--- config.mk ---
export PLATFORM = sky130hd
export DESIGN_NAME = data_ram_arbiter
export DESIGN_NICKNAME = d
export VERILOG_FILES = /design/src/rtl/data_ram_arbiter_pkg.sv /design/src/rtl/data_ram_arbiter_pick.sv /design/src/rtl/data_ram_arbiter.sv
export SDC_FILE = /design/constraint.sdc
export NUM_CORES = 1
export LEC_CHECK = 0
export ABC_AREA = 1
export BUFFER_PORTS_ARGS = -buffer_cell sky130_fd_sc_hd__buf_4
export CORE_AREA = 3 3 107 109
export DETAILED_ROUTE_END_ITERATION = 8
export DIE_AREA = 0 0 110 112
export PLACE_DENSITY_LB_ADDON = 0.3
export SYNTH_ARGS = -nofsm -noshare
export SYNTH_HDL_FRONTEND = slang
export SYNTH_HIERARCHICAL = 1
export SYNTH_SLANG_ARGS = --single-unit
--- constraint.sdc ---
create_clock -name clk -period 1.4 [get_ports clk]
set_clock_uncertainty 0.15 [all_clocks]
set_input_delay 0.14 -clock clk [delete_from_list [all_inputs] [get_ports clk]]
set_output_delay 0.14 -clock clk [all_outputs]
set_load 0.05 [all_outputs]
--- src/rtl/data_ram_arbiter_pkg.sv ---
// Shared types and constants for the two-master data_ram arbiter.
// Holds the grant-state encodings, the master IDs and the reset value of
// the last-served pointer.
package data_ram_arbiter_pkg;

  typedef enum logic [1:0] {
    ArbIdle = 2'd0,
    ArbOwn0 = 2'd1,
    ArbOwn1 = 2'd2
  } arb_state_e;

  typedef enum logic {
    ArbM0 = 1'b0,
    ArbM1 = 1'b1
  } arb_master_e;

  // After reset master 1 counts as "served last", so master 0 wins the first tie.
  localparam arb_master_e ArbLastRst = ArbM1;

endpackage

--- src/rtl/data_ram_arbiter_pick.sv ---
// Combinational tie-break for the arbiter's IDLE state.
// Build option: define ARB_ROUND_ROBIN_EN to award a tie to the master that
// was not served last; without it master 0 always wins a tie.
module arb_pick
  import data_ram_arbiter_pkg::*;
(
  input  logic        req0,
  input  logic        req1,
  input  arb_master_e last,
  output arb_master_e winner
);

`ifdef ARB_ROUND_ROBIN_EN
  arb_master_e tie_winner;
  assign tie_winner = (last == ArbM0) ? ArbM1 : ArbM0;
`else
  arb_master_e tie_winner;
  logic        unused_last;
  assign tie_winner  = ArbM0;
  assign unused_last = last;
`endif

  // Winner among current requesters; defaults to master 0 when nobody asks.
  always_comb begin
    // NOTE: every always_comb output gets a default first so no path leaves it unassigned (no latch).
    winner = ArbM0;
    if (req0 && req1) winner = tie_winner;
    else if (req1)    winner = ArbM1;
  end

endmodule

--- src/rtl/data_ram_arbiter.sv ---
// Two-master arbiter in front of the single data_ram slave port.
// Master 0 is the CPU data port, master 1 a DMA / loader. A registered grant
// FSM hands the port to one master at a time, with a burst limit so a busy
// owner yields after MAX_BURST acks when the other master is waiting.
// Build option: ARB_ROUND_ROBIN_EN selects round-robin tie-break in IDLE
// (see arb_pick); default is fixed priority to master 0.
module data_ram_arbiter
  import data_ram_arbiter_pkg::*;
#(
  parameter int ADDR_W    = 32,
  parameter int DATA_W    = 32,
  parameter int SEL_W     = 4,
  parameter int MAX_BURST = 4
) (
  input  logic              clk,
  input  logic              rst,

  input  logic              m0_req_i,
  input  logic [ADDR_W-1:0] m0_addr_i,
  input  logic              m0_we_i,
  input  logic [SEL_W-1:0]  m0_sel_i,
  input  logic [DATA_W-1:0] m0_wdata_i,
  output logic              m0_ack_o,

  input  logic              m1_req_i,
  input  logic [ADDR_W-1:0] m1_addr_i,
  input  logic              m1_we_i,
  input  logic [SEL_W-1:0]  m1_sel_i,
  input  logic [DATA_W-1:0] m1_wdata_i,
  output logic              m1_ack_o,

  output logic [DATA_W-1:0] rdata_o,

  output logic              ram_ce_o,
  output logic              ram_we_o,
  output logic [ADDR_W-1:0] ram_addr_o,
  output logic [SEL_W-1:0]  ram_sel_o,
  output logic [DATA_W-1:0] ram_wdata_o,
  input  logic [DATA_W-1:0] ram_data_i
);

  localparam int CntW = (MAX_BURST > 1) ? $clog2(MAX_BURST) : 1;
  localparam logic [CntW-1:0] CntMax = CntW'(MAX_BURST - 1);

  arb_state_e      state;
  logic [CntW-1:0] cnt;
  arb_master_e     last;
  arb_master_e     winner;

  logic own0;
  logic own1;
  logic cnt_at_max;

  arb_pick u_pick (
    .req0   (m0_req_i),
    .req1   (m1_req_i),
    .last   (last),
    .winner (winner)
  );

  assign cnt_at_max = (cnt == CntMax);

  // Grant FSM with burst counter and last-served pointer.
  always_ff @(posedge clk) begin
    // NOTE: sequential state uses non-blocking assignments so every register samples pre-edge values.
    if (!rst) begin
      state <= ArbIdle;
      cnt   <= '0;
      last  <= ArbLastRst;
    end else begin
      case (state)
        ArbIdle: begin
          if (m0_req_i || m1_req_i) begin
            state <= (winner == ArbM0) ? ArbOwn0 : ArbOwn1;
            cnt   <= '0;
            last  <= winner;
          end
        end
        ArbOwn0: begin
          if (!m0_req_i) begin
            cnt <= '0;
            if (m1_req_i) begin
              state <= ArbOwn1;
              last  <= ArbM1;
            end else begin
              state <= ArbIdle;
            end
          end else if (m1_req_i && cnt_at_max) begin
            state <= ArbOwn1;
            last  <= ArbM1;
            cnt   <= '0;
          end else if (!cnt_at_max) begin
            cnt <= cnt + CntW'(1);
          end
        end
        ArbOwn1: begin
          if (!m1_req_i) begin
            cnt <= '0;
            if (m0_req_i) begin
              state <= ArbOwn0;
              last  <= ArbM0;
            end else begin
              state <= ArbIdle;
            end
          end else if (m0_req_i && cnt_at_max) begin
            state <= ArbOwn0;
            last  <= ArbM0;
            cnt   <= '0;
          end else if (!cnt_at_max) begin
            cnt <= cnt + CntW'(1);
          end
        end
        default: begin
          state <= ArbIdle;
          cnt   <= '0;
        end
      endcase
    end
  end

  // Ownership is masked while reset is asserted so an in-flight transfer is
  // neither acked nor written during the reset cycle.
  assign own0 = rst && (state == ArbOwn0);
  assign own1 = rst && (state == ArbOwn1);

  assign m0_ack_o = own0 && m0_req_i;
  assign m1_ack_o = own1 && m1_req_i;

  assign ram_ce_o = m0_ack_o || m1_ack_o;
  assign ram_we_o = (m0_ack_o && m0_we_i) || (m1_ack_o && m1_we_i);

  // Slave address/select/data follow the owner; all zero when nobody owns the port.
  always_comb begin
    ram_addr_o  = '0;
    ram_sel_o   = '0;
    ram_wdata_o = '0;
    if (own0) begin
      ram_addr_o  = m0_addr_i;
      ram_sel_o   = m0_sel_i;
      ram_wdata_o = m0_wdata_i;
    end else if (own1) begin
      ram_addr_o  = m1_addr_i;
      ram_sel_o   = m1_sel_i;
      ram_wdata_o = m1_wdata_i;
    end
  end

  // Read data is broadcast; each master qualifies it with its own ack.
  assign rdata_o = ram_data_i;

endmodule
==> run summary <==
Hold Crit Class: in2out
Worst r2r dst: state[1]
Number of diodes: 0
Core Footprint: 10700 um^2
Grt ovf: 0
PD cells: 1527 nW/um^2
Failing checks: negative setup slack
Global-route wire length before repair: 15010 um
CTS max path bufs: 2
Critical path startpoint category: flop
Worst Tran Pin Value: 0.2801 ns
Final setup TNS: -28.00 ns
P&R area growth vs syn: 213.4%
Crit path kind: reg2out
Routed vias: 2852
Root buf cell: clkbuf_8
Hold_sp: ram_data_i[30]
Number of hold buffers added after cts: 0
Cells after Synth: 315
Share of cells above drive strength 1: 0.7135
Vert. Die Dim: 112 um
Mapped Avg Cell Area: 5.033 um^2
Total nets after synthesis: 493
Final instance area: 4969 um^2
Die width: 110 um
RSZ-0062 raised after global routing: yes
Nets@finish: 699
Clock latency on the worst-skew pair: 0.22 ns
Synth warn: 6
DR WL/cell: 16.48 um
Flop2flop setup slack: -0.10 ns
Initial antenna violation count: 1
# fillers: 1027
Mapped cell area: 1585 um^2
Gpl congestion: 0.7798
Hold Path Depth: 0
Initial Utilization: 0.1482
Largest net degree at the start of global routing: 25
Crit share post-route: 1.296
Hold violation count in the final report: 0
H-tree depth: 1
Post-DP HPWL: 7390 um
Leak: 0.002331 uW
Pwr Total: 7586 uW
Max IR drop VDD: 0.0008776 V
Fmax: 551.2 MHz
Post-DRT Antenna Nets: 0
CTS tree: built
Drt drc: 0
All-Layer GR Usage: 0.1535
Post-Place Cell Area: 3960 um^2
CP peak stage delay: 0.34 ns
Fin cells: 660
Max-slew headroom: 0.8126
Endpoint, Worst Hold: rdata_o[30]
DRT Pass-1 Iters: 4
Crit. End Element: primary output
Die area: 12320 um^2
Max Cap Viol: 0
IO Pins: 278
Final setup violation count: 76
Register Area: 87.58 um^2
CP arrival: 1.52 ns
Total clock sinks: 4
Worst reg2reg path depth: 10
Routed vias/inst: 4.321
Post-route minimum period: 1.814 ns
CP Cell Sequence: inv_2, ha_4, nand2_4, inv_8, buf_12, nand2_1, o21ai_4, buf_6
Reg-to-reg startpoint: state[1]
Critical-path maximum fanout: 18
Clock-pin slew on the worst setup and hold paths: 0.04 ns
Cts bufs inserted: 3
Required time of the critical path: 1.11 ns
Drt initial violations: 87
Vias in the first global route: 2976
Outcome: finished, violations left
Area of the multi-input gates: 1956 um^2
Wirelength, routed: 10880 um
Dpl cells: 636
IO Port Bufs: 213
Final worst setup slack: -0.4141 ns
CP max stage cell: dfxtp_4
Row Count: 38
Final Max Slew Viols: 0
[sequential cells by signal, summed over array words and instances (netlist names)]
signal	count
cnt	2
state	2
[worst max-delay path by stage]
stage	slack, ns	start	to
finish	-0.41	state[1]	ram_wdata_o[25]
global route	-0.49	state[1]	ram_addr_o[20]
CTS	-0.43	state[1]	ram_wdata_o[25]
detailed placement	-0.31	state[1]	ram_addr_o[12]
global placement	-0.24	state[1]	ram_wdata_o[25]
floorplan	-0.26	state[1]	ram_we_o
[placed cells by master, fill, tap and decap left out, drive strengths merged]
master / count
or2: 1
nor2: 5
inv: 12
clkinv: 1
o21ai: 72
a21oi: 1
ha: 4
a22o: 1
nand3: 3
clkbuf: 10
nand4: 3
clkinvlp: 1
dfxtp: 4
buf: 248
nand2: 154
[metrics by stage]
step / hold WS (ns) / setup slack (ns) / utilization
after global placement: 0.1303 / -0.2358 / 0.3702
after detailed placement: 0.1303 / -0.3056 / 0.3702
after floorplan: 0.2641 / -0.2559 / -
after CTS: 0.1303 / -0.4323 / 0.4340
final: 0.1300 / -0.4141 / 0.4644
after global routing: 0.1301 / -0.4870 / 0.4644
[routing by layer]
metal  global-route usage  routed length (um)
met1               0.1593                3822
met2               0.3054                5899
met3              0.04754                1086
met4             0.009975                  51
met5                    0                  20
[worst max-delay path, delay by kind of cell, from the launching register on]
| kind | cells | cell delay [ns] |
|---|---|---|
| adder cells (fa/ha/maj) | 1 | 0.19 |
| AO/OA/AOI/OAI | 1 | 0.08 |
| flip-flops | 1 | 0.34 |
| buffers and inverters | 4 | 0.51 |
| AND/OR/NAND/NOR | 2 | 0.17 |
[layout make-up]
class | count | share of cell area
multi-input combinational | 244 | 0.3936
clock buffer | 4 | 0.009066
tap | 140 | 0.03526
timing repair buffer | 254 | 0.5286
inverter | 14 | 0.01587
sequential | 4 | 0.01763
[power by group]
part	switching (uW)	leakage, uW	total, uW	internal (uW)
clock network	68.5	0.0000228	264	195
registers	42.6	0.0000340	204	162
logic	4150	0.00227	7120	2960
total	4270	0.00233	7590	3320
[what timing repair did]
action                     4_1_cts  5_1_grt
gates resized for setup        121       35
buffers inserted                 6        2
pin swaps                        8       42
setup endpoints to repair       76       76
gates cloned                     7        8
Power figures use the tool's default switching activity.
